==> src/rtl/aes_gcm_ctr_stage2_if.sv <==
// Block interface between the stage-1 sequencer and the counter/classify stage.
// master = stage-1 side (drives i_*), slave = this stage (drives o_*).
interface aes_gcm_ctr_stage2_if;
  logic [2:0]   i_phase;
  logic         i_new_instance;
  logic [95:0]  i_iv;
  logic [127:0] i_aad;
  logic [127:0] i_plain_text;
  logic [127:0] i_instance_size;

  logic         o_aad_valid;
  logic [127:0] o_aad;
  logic         o_text_valid;
  logic         o_text_first;
  logic         o_text_last;
  logic [127:0] o_text;
  logic [127:0] o_ctr_block;
  logic         o_tag_req;
  logic [127:0] o_tag_ctr;
  logic [127:0] o_len_block;
  logic         o_err;

  modport master (
    output i_phase, i_new_instance, i_iv, i_aad, i_plain_text, i_instance_size,
    input  o_aad_valid, o_aad, o_text_valid, o_text_first, o_text_last, o_text,
           o_ctr_block, o_tag_req, o_tag_ctr, o_len_block, o_err
  );

  modport slave (
    input  i_phase, i_new_instance, i_iv, i_aad, i_plain_text, i_instance_size,
    output o_aad_valid, o_aad, o_text_valid, o_text_first, o_text_last, o_text,
           o_ctr_block, o_tag_req, o_tag_ctr, o_len_block, o_err
  );
endinterface

==> src/rtl/aes_gcm_ctr_stage2.sv <==
// AES-GCM stage 2: classifies AAD/text blocks, generates counter blocks and the end-of-instance tag request.
//
// state | meaning
// IDLE  | no instance open; only AAD or a new instance is accepted
// AAD   | AAD seen; AAD or the first text block may follow
// TEXT  | text in progress; continuation or last text block expected
module aes_gcm_ctr_stage2 #(
  parameter int CTR_W           = 32,
  parameter int MAX_TEXT_BLOCKS = 781
) (
  input logic                 clk,
  input logic                 rst_n,
  aes_gcm_ctr_stage2_if.slave bus
);

  localparam int CNT_W = $clog2(MAX_TEXT_BLOCKS + 2);

  localparam logic [2:0] PH_INV   = 3'b100;
  localparam logic [2:0] PH_AAD   = 3'b010;
  localparam logic [2:0] PH_FIRST = 3'b000;
  localparam logic [2:0] PH_TEXT  = 3'b001;
  localparam logic [2:0] PH_LAST  = 3'b011;
  localparam logic [2:0] PH_ONLY  = 3'b111;

  typedef enum logic [1:0] {ST_IDLE, ST_AAD, ST_TEXT} state_t;

  state_t             state_q, state_d;
  logic [CNT_W-1:0]   cnt_q, cnt_d;
  logic [127:0]       j0_q, j0_d;
  logic [127:0]       len_q, len_d;
  logic               tag_pending_q, tag_pending_d;

  logic               aad_valid_q, aad_valid_d;
  logic [127:0]       aad_q, aad_d;
  logic               text_valid_q, text_valid_d;
  logic               text_first_q, text_first_d;
  logic               text_last_q, text_last_d;
  logic [127:0]       text_q, text_d;
  logic [127:0]       ctr_block_q, ctr_block_d;
  logic               tag_req_q, tag_req_d;
  logic [127:0]       tag_ctr_q, tag_ctr_d;
  logic [127:0]       len_block_q, len_block_d;
  logic               err_q, err_d;

  logic               is_new;
  logic [CNT_W-1:0]   cnt_base;
  logic [CNT_W-1:0]   cnt_inc;
  logic [127:0]       ctr_calc;
  logic               text_ovf;
  logic               is_text;
  logic               legal;
  logic               want_first;
  logic               want_last;
  logic               viol;

  always_comb begin
    is_new   = bus.i_new_instance && (bus.i_phase != PH_INV);
    j0_d     = is_new ? {bus.i_iv, CTR_W'(1)} : j0_q;
    len_d    = is_new ? bus.i_instance_size : len_q;
    cnt_base = is_new ? '0 : cnt_q;
    cnt_inc  = cnt_base + CNT_W'(1);
    // Counter for text block k is J0 with k added mod 2^CTR_W: same as k successive inc32 steps.
    ctr_calc = {j0_d[127:CTR_W], j0_d[CTR_W-1:0] + CTR_W'(cnt_inc)};
    text_ovf = (cnt_inc > CNT_W'(MAX_TEXT_BLOCKS));

    state_d       = state_q;
    cnt_d         = cnt_base;
    tag_pending_d = 1'b0;
    aad_valid_d   = 1'b0;
    aad_d         = aad_q;
    text_valid_d  = 1'b0;
    text_first_d  = 1'b0;
    text_last_d   = 1'b0;
    text_d        = text_q;
    ctr_block_d   = ctr_block_q;
    err_d         = 1'b0;
    tag_req_d     = tag_pending_q;
    is_text       = 1'b0;
    legal         = 1'b0;
    want_first    = 1'b0;
    want_last     = 1'b0;
    viol          = 1'b0;

    case (bus.i_phase)
      PH_INV: begin
      end
      PH_AAD: begin
        if (is_new || state_q != ST_TEXT) begin
          aad_valid_d = 1'b1;
          aad_d       = bus.i_aad;
          state_d     = ST_AAD;
        end else begin
          viol = 1'b1;
        end
      end
      PH_FIRST: begin
        is_text    = 1'b1;
        legal      = is_new || state_q == ST_AAD;
        want_first = 1'b1;
      end
      PH_TEXT: begin
        is_text = 1'b1;
        legal   = !is_new && state_q == ST_TEXT;
      end
      PH_LAST: begin
        is_text   = 1'b1;
        legal     = !is_new && state_q == ST_TEXT;
        want_last = 1'b1;
      end
      PH_ONLY: begin
        is_text    = 1'b1;
        legal      = is_new || state_q == ST_AAD;
        want_first = 1'b1;
        want_last  = 1'b1;
      end
      default: viol = 1'b1;
    endcase

    if (is_text) begin
      if (legal && !text_ovf) begin
        text_valid_d  = 1'b1;
        text_first_d  = want_first;
        text_last_d   = want_last;
        text_d        = bus.i_plain_text;
        ctr_block_d   = ctr_calc;
        cnt_d         = cnt_inc;
        tag_pending_d = want_last;
        state_d       = want_last ? ST_IDLE : ST_TEXT;
      end else begin
        viol = 1'b1;
      end
    end

    if (viol) begin
      err_d         = 1'b1;
      state_d       = ST_IDLE;
      tag_pending_d = 1'b0;
    end

    // While a tag request is about to fire, the tag outputs keep the finished instance's values.
    tag_ctr_d   = tag_pending_q ? tag_ctr_q   : j0_d;
    len_block_d = tag_pending_q ? len_block_q : len_d;
  end

  always_ff @(posedge clk) begin
    if (!rst_n) begin
      state_q       <= ST_IDLE;
      cnt_q         <= '0;
      j0_q          <= '0;
      len_q         <= '0;
      tag_pending_q <= 1'b0;
      aad_valid_q   <= 1'b0;
      aad_q         <= '0;
      text_valid_q  <= 1'b0;
      text_first_q  <= 1'b0;
      text_last_q   <= 1'b0;
      text_q        <= '0;
      ctr_block_q   <= '0;
      tag_req_q     <= 1'b0;
      tag_ctr_q     <= '0;
      len_block_q   <= '0;
      err_q         <= 1'b0;
    end else begin
      state_q       <= state_d;
      cnt_q         <= cnt_d;
      j0_q          <= j0_d;
      len_q         <= len_d;
      tag_pending_q <= tag_pending_d;
      aad_valid_q   <= aad_valid_d;
      aad_q         <= aad_d;
      text_valid_q  <= text_valid_d;
      text_first_q  <= text_first_d;
      text_last_q   <= text_last_d;
      text_q        <= text_d;
      ctr_block_q   <= ctr_block_d;
      tag_req_q     <= tag_req_d;
      tag_ctr_q     <= tag_ctr_d;
      len_block_q   <= len_block_d;
      err_q         <= err_d;
    end
  end

  assign bus.o_aad_valid  = aad_valid_q;
  assign bus.o_aad        = aad_q;
  assign bus.o_text_valid = text_valid_q;
  assign bus.o_text_first = text_first_q;
  assign bus.o_text_last  = text_last_q;
  assign bus.o_text       = text_q;
  assign bus.o_ctr_block  = ctr_block_q;
  assign bus.o_tag_req    = tag_req_q;
  assign bus.o_tag_ctr    = tag_ctr_q;
  assign bus.o_len_block  = len_block_q;
  assign bus.o_err        = err_q;

endmodule

==> src/flat_wrapper.sv <==
// flat-port wrapper written by rule: the top's interface ports become plain ports
module aes_gcm_ctr_stage2_flat 
#(
  parameter int CTR_W           = 32,
  parameter int MAX_TEXT_BLOCKS = 781
)
  (clk, rst_n, bus_i_phase, bus_i_new_instance, bus_i_iv, bus_i_aad, bus_i_plain_text, bus_i_instance_size, bus_o_aad_valid, bus_o_aad, bus_o_text_valid, bus_o_text_first, bus_o_text_last, bus_o_text, bus_o_ctr_block, bus_o_tag_req, bus_o_tag_ctr, bus_o_len_block, bus_o_err);
  aes_gcm_ctr_stage2_if bus_i ();
  input logic clk;
  input logic rst_n;
  input wire logic [$bits(bus_i.i_phase)-1:0] bus_i_phase;
  input wire logic [$bits(bus_i.i_new_instance)-1:0] bus_i_new_instance;
  input wire logic [$bits(bus_i.i_iv)-1:0] bus_i_iv;
  input wire logic [$bits(bus_i.i_aad)-1:0] bus_i_aad;
  input wire logic [$bits(bus_i.i_plain_text)-1:0] bus_i_plain_text;
  input wire logic [$bits(bus_i.i_instance_size)-1:0] bus_i_instance_size;
  output wire logic [$bits(bus_i.o_aad_valid)-1:0] bus_o_aad_valid;
  output wire logic [$bits(bus_i.o_aad)-1:0] bus_o_aad;
  output wire logic [$bits(bus_i.o_text_valid)-1:0] bus_o_text_valid;
  output wire logic [$bits(bus_i.o_text_first)-1:0] bus_o_text_first;
  output wire logic [$bits(bus_i.o_text_last)-1:0] bus_o_text_last;
  output wire logic [$bits(bus_i.o_text)-1:0] bus_o_text;
  output wire logic [$bits(bus_i.o_ctr_block)-1:0] bus_o_ctr_block;
  output wire logic [$bits(bus_i.o_tag_req)-1:0] bus_o_tag_req;
  output wire logic [$bits(bus_i.o_tag_ctr)-1:0] bus_o_tag_ctr;
  output wire logic [$bits(bus_i.o_len_block)-1:0] bus_o_len_block;
  output wire logic [$bits(bus_i.o_err)-1:0] bus_o_err;
  assign bus_i.i_phase = bus_i_phase;
  assign bus_i.i_new_instance = bus_i_new_instance;
  assign bus_i.i_iv = bus_i_iv;
  assign bus_i.i_aad = bus_i_aad;
  assign bus_i.i_plain_text = bus_i_plain_text;
  assign bus_i.i_instance_size = bus_i_instance_size;
  assign bus_o_aad_valid = bus_i.o_aad_valid;
  assign bus_o_aad = bus_i.o_aad;
  assign bus_o_text_valid = bus_i.o_text_valid;
  assign bus_o_text_first = bus_i.o_text_first;
  assign bus_o_text_last = bus_i.o_text_last;
  assign bus_o_text = bus_i.o_text;
  assign bus_o_ctr_block = bus_i.o_ctr_block;
  assign bus_o_tag_req = bus_i.o_tag_req;
  assign bus_o_tag_ctr = bus_i.o_tag_ctr;
  assign bus_o_len_block = bus_i.o_len_block;
  assign bus_o_err = bus_i.o_err;
  aes_gcm_ctr_stage2 #(.CTR_W(CTR_W), .MAX_TEXT_BLOCKS(MAX_TEXT_BLOCKS)) u_core (.clk(clk), .rst_n(rst_n), .bus(bus_i));
endmodule
==> config.mk <==
export PLATFORM = sky130hd
export DESIGN_NAME = aes_gcm_ctr_stage2_flat
export DESIGN_NICKNAME = d
export VERILOG_FILES = /design/src/rtl/aes_gcm_ctr_stage2_if.sv /design/src/rtl/aes_gcm_ctr_stage2.sv /design/src/flat_wrapper.sv
export SDC_FILE = /design/constraint.sdc
export NUM_CORES = 2
export LEC_CHECK = 0
export CAP_MARGIN = 20
export CORE_AREA = 2 2 442 444
export CTS_CLUSTER_SIZE = 25
export DETAILED_ROUTE_END_ITERATION = 12
export DIE_AREA = 0 0 444 446
export SYNTH_ARGS = -nofsm -noshare
export SYNTH_HDL_FRONTEND = slang
export SYNTH_SLANG_ARGS = --single-unit
==> constraint.sdc <==
create_clock -name clk -period 17.5 [get_ports clk]
set_input_delay 3.5 -clock clk [delete_from_list [all_inputs] [get_ports clk]]
set_output_delay 3.5 -clock clk [all_outputs]
set_load 0.01 [all_outputs]
# Yosys cells after proc, flatten, opt, wreduce, memory -nomap -nowiden
# Index checks and enable logic that the tools add are counted.
# W data, S select, Z words.
# word_totals
ff_bits	915
input_bits	486
out_inout_bits	646
elab_cells	71
# op_classes
addsub	2
order_cmp	1
eq_ne	9
n_mux	23
n_bitwise	1
n_reduce_logical	19
# op_table
cell	count
$mux W128	2
$add A32 B10 Y32	1
$mux W10	3
$mux W1	11
$add A10 B1 Y10 const B	1
$gt A10 B10 Y1 const B	1
$mux W2	5
$reduce_and A2 Y1	4
$reduce_or A2 Y1	4
$eq A3 B2 Y1 const B	2
$eq A3 B3 Y1 const B	2
$reduce_or A5 Y1	1
$pmux W1 S2	2
$reduce_or A4 Y1	1
$eq A3 B1 Y1 const B	1
$logic_and A1 B1 Y1	3
$logic_not A3 Y1	1
$ne A3 B3 Y1 const B	1
$reduce_and A3 Y1	1
$eq A2 B1 Y1 const B	1
$eq A2 B2 Y1 const B	1
$logic_not A1 Y1	2
$logic_or A1 B1 Y1	2
$ne A2 B2 Y1 const B	1
$not A1 Y1	1

# Depth between registers and ports, before layout
# depth
word_depth	10
mapped_depth	23

# Least setup slack after synthesis
# No wires, ideal clock.
# synth_path
path_type	input -> register
startpoint	input bus_i_phase[1]
endpoint	register u_core.ctr_block_q[31], in the netlist u_core.bus.o_ctr_block[31]
setup_ns	0.146
t_arrival_ns	7.745
t_required_ns	17.354
setup_slack_ns	9.609
cell_stages	20
path_buffers	5
path_cell_list	buf_2 -> or3b_1 -> nand2_1 -> buf_2 -> clkbuf_1 -> clkbuf_1 -> and2_1 -> ha_1 -> buf_2 -> nand3_1 -> or3_1 -> a21oi_1 -> ha_1 -> o2111a_1 -> a211o_1 -> nand3_2 -> or4_4 -> and4bb_1 -> xor2_1 -> a211oi_2
# synth_via
elab_chain_len	8
word_cells_on_any_way	22
cone_classes	add/sub (2); order compare (1); eq/ne (4); mux (4); reduce/logical (11)
# synth_rtl
item	line	text
start, declared	flat_wrapper.sv:11	input wire logic [$bits(bus_i.i_phase)-1:0] bus_i_phase;
parallel branches: the longest is 8 deep, another holds $add A32 B10 Y32	-	
end signal, assigned	aes_gcm_ctr_stage2.sv:175	ctr_block_q <= ctr_block_d;
end, declared	aes_gcm_ctr_stage2.sv:39	logic [127:0] ctr_block_q, ctr_block_d;
# Parallel ways; which one is timed is not known.
# A chain may end at the register's enable or synchronous reset.

# Worst setup path after layout
# layout_path
startpoint	input bus_i_phase[1]
endpoint	register u_core.ctr_block_q[80], in the netlist u_core.bus.o_ctr_block[80]
# layout_via
elab_chain_len	8
word_cells_on_any_way	21
cone_classes	add/sub (1); order compare (1); eq/ne (4); mux (4); reduce/logical (11)
# layout_rtl
item	line	text
$ne A3 B3 Y1	aes_gcm_ctr_stage2.sv:57	is_new = bus.i_new_instance && (bus.i_phase != PH_INV);
$logic_and A1 B1 Y1	aes_gcm_ctr_stage2.sv:57	
$mux W10	aes_gcm_ctr_stage2.sv:60	cnt_base = is_new ? '0 : cnt_q;
$add A10 B1 Y10	aes_gcm_ctr_stage2.sv:61	cnt_inc = cnt_base + CNT_W'(1);
$gt A10 B10 Y1	aes_gcm_ctr_stage2.sv:64	text_ovf = (cnt_inc > CNT_W'(MAX_TEXT_BLOCKS));
$logic_not A1 Y1	aes_gcm_ctr_stage2.sv:120	if (legal && !text_ovf) begin
$logic_and A1 B1 Y1	aes_gcm_ctr_stage2.sv:120	
$reduce_and A2 Y1 (no source line)	-	
# Parallel ways exist; a longest one is shown, timed or not.

==> implementation parameters <==
Parameter                              Value

Clock network
  Post-cts repair resize count    0
  Clock-pin transition on the worst setup and hold timing paths    60 ps
  Max clock buf depth    3
  Post CTS Setup Buffer Count    0
  Cell chosen for the clock root    clkbuf_16
  # hold bufs at CTS    0
  H-tree Lvls    3
  Clock tree from TritonCTS    yes
  TritonCTS Buffers    105
  Clock Sinks    915
  Clk_lat worst skew    between 700 and 800 ps

Critical path
  Stage delay of the slowest cell on the critical path    860 ps
  Highest-delay cell along the critical path    buf_4
  Data required, critical path    around 18000 ps
  Path type of the worst setup path    in2reg
  Top cell family by delay on the critical path    buffers and inverters
  Cell chain of the critical path    clkdlybuf4s50_1 > or3b_1 > nand2_4 > nand2_1 > inv_1 > ha_1 > nand3_1 > nor4_1 > a31oi_1 > o21ai_2 > o21a_4 > buf_4 > buf_4 > nor2_1 > a211oi_1
  FF-to-FF End    u_core.bus.o_ctr_block[80]
  Largest fanout of any net on the critical path    81
  Slack of the worst reg-to-reg path    12800 ps
  Data arrival time of the critical path    8890 ps
  Startpoint types    input pin
  Cell repeated most along the worst path    buf_4
  Worst path bufs/invs    4
  Worst Setup End Kind    flip-flop
  Source of the worst register-to-register timing path    u_core.cnt_q[0]
  Depth of the most critical reg-to-reg path    12

Timing
  Transition at the pin with the smallest max-transition slack    1110 ps
  Post-route fraction of the period consumed by the critical path    0.470
  Number of pins with negative max-slew slack in the final report    0
  Final hold slack    440 ps
  Normalized max-slew margin    0.259
  Aggregate negative setup slack    0 ps
  Setup repair after global routing missed its margin    no
  Setup Viol. Count Final    0
  Worst Skew    69.0 ps
  Maximum clock frequency    121 MHz
  Final hold vios    0
  Shortest period the worst path allows    8230 ps

Layout
  Fraction of final layout cells sized beyond drive strength 1    0.0554
  Area of combinational cells with multiple inputs    0.0122 mm²
  Nets    5253
  Final Non-Filler Cells    7403
  Area delta synth->final    53.2%
  Most common library cell in the layout ignoring fill and taps    clkdlybuf4s50_1
  Non-Filler Cell Area, Final    0.0498 mm²
  Commonest cells after routing, fill and taps aside    clkdlybuf4s50_1, dfxtp_1, nand2_1
  Fillers    20800
  Area occupied by registers    0.0183 mm²

Synthesis
  Average cell area after synthesis    8.64 µm²
  Sequential area share after synthesis    0.563
  Flop and latch count out of synthesis    915
  Share of the synthesized area in the top cell type    0.563
  Number of flops mapped to enable cells by yosys    0
  Cell area after technology mapping    0.0325 mm²
  Cell types occupying the most area after synthesis    dfxtp_1, nand2_1, a21oi_1
  Main synth FF type    dfxtp_1
  Synth warn    0
  Synthesized instance count    between 3000 and 4000
  Ys async rst share    0
  Net Count, Synth    4263
  Cell type contributing the most total cell area after synthesis    dfxtp_1
  Synth cell types    73

Place
  Inst Count DP    approximately 7000
  Placed instance area    between 0.04 and 0.05 mm²
  Count of input and output buffers    1131
  Post-detailed-placement half-perimeter wirelength    about 100000 µm
  Placer congestion estimate    0.859

Global route
  Antenna violations before repair    40
  Sum of overflow across all layers after global routing    0
  GRT Util Overall    0.132
  First-pass GRT wire length    193000 µm
  Largest net degree at the start of global routing    178
  Via count of the first global-routing pass    27900

Power and ir drop
  Leakage Power    0.0179 µW
  Worst voltage drop across the vdd grid    0.0693 mV
  Power density over the cells    102 mW/mm²

Floorplanning
  Number of placement rows    around 160
  Die area    between 0.15 and 0.2 mm²
  Die X    444 µm
  # IOs    1132
  Core Footprint    0.194 mm²
  Die outline height    446 µm
  Effective utilization at floorplan    0.168

Detailed routing
  Aggregate routed wire length    138000 µm
  Drt drc    0
  Remaining antenna violation count after routing    0
  Initial DRC count    1848
  Detailed-router iteration count before antenna repair    5
  Routed length per instance    18.7 µm
  Number of vias after detailed routing    29300
  Routed via count divided by cell count    3.96

Run status
  Result of the run    finished clean

Worst hold path
  Worst hold stages    2
  Worst hold path type    reg2reg
  Worst Hold Endpoint    u_core.bus.o_tag_ctr[69]
  Hold_sp    u_core.bus.o_tag_ctr[69]

Run
  MaxCap Viol Count    0
-- cell type report --
class,instances,share of cell area
sequential,915,0.368
clock buffer,144,0.0595
inverter,258,0.0196
tap,2542,0.0638
clock inverter,47,0.0130
multi-input combinational,2318,0.244
antenna,21,0.00105
timing repair buffer,1158,0.232
-- flip-flops by register name, summed over array words and instances, names as in the netlist --
name                     flops
u_core.bus.o_aad           128
u_core.bus.o_ctr_block     128
u_core.bus.o_len_block     128
u_core.bus.o_tag_ctr       128
u_core.bus.o_text          128
u_core.j0_q                128
u_core.len_q               128
u_core.cnt_q                10
u_core.state_q               2
u_core.bus.o_aad_valid       1
u_core.bus.o_err             1
u_core.bus.o_tag_req         1
u_core.bus.o_text_first      1
u_core.bus.o_text_last       1
u_core.bus.o_text_valid      1
u_core.tag_pending_q         1
-- how the worst max path moves through the flow --
stage	from	to	slack (ps)	depth (start not counted)
global route	bus_i_phase[1]	u_core.bus.o_ctr_block[114]	8960	15
global placement	bus_i_phase[1]	u_core.bus.o_ctr_block[119]	8730	15
finish	bus_i_phase[1]	u_core.bus.o_ctr_block[80]	9270	15
detailed placement	bus_i_phase[1]	u_core.bus.o_ctr_block[116]	8590	15
floorplan	bus_i_phase[1]	u_core.bus.o_ctr_block[31]	9610	20
CTS	bus_i_phase[1]	u_core.bus.o_ctr_block[116]	9430	15
-- stage by stage --
stage | total power [µW] | setup slack (ps) | util
floorplan | 2510 | 9610 | -
global placement | 2850 | 8730 | 0.239
detailed placement | 2860 | 8590 | 0.239
CTS | 5190 | 9430 | 0.257
global route | 5300 | 8960 | 0.257
finish | 5100 | 9270 | 0.257
-- kinds of logic after synthesis --
group,after synthesis,share of synthesized area
fa+ha+maj,11,0.00446
simple gates,1320,0.161
flops,915,0.563
mux,100,0.0308
xor+xnor,27,0.00727
compound gates,860,0.169
buf+inv,533,0.0646
-- report_power, final --
group	leakage [µW]	internal [µW]	switching (µW)
clock network	0.00177	1330	962
registers	0.00749	2190	48.2
logic	0.00860	291	285
-- per-layer routing --
metal	global-route usage	vias to the layer above	wire [µm]
li1	-	14400	-
met1	0.155	13800	56000
met2	0.215	938	66400
met3	0.0370	234	9700
met4	0.0740	6	6250
met5	0	-	39
-- Yosys cell counts (all sizes together) (12+ instances only) --
cell type and n:
a211oi 107, buf 72, and3 29, and2 12
nand2 832, a21oi 556, nor2 373, inv 257
o21ai 24, xnor2 17, a2bb2oi 114, nand3 16
dfxtp 915, mux2i 100, clkbuf 203, o211ai 12
-- worst register-to-register path, cell delays in order (launching register included) --
cell and delay, ps:
dfxtp_1 340, nand2_1 100, inv_1 70, ha_1 310, and3_1 290, a311oi_1 330, a31oi_1 150, o21ai_2 340
o21a_4 620, buf_4 860, buf_4 800, nor2_1 120, a211oi_1 270
(Power assumes the default switching activity.)
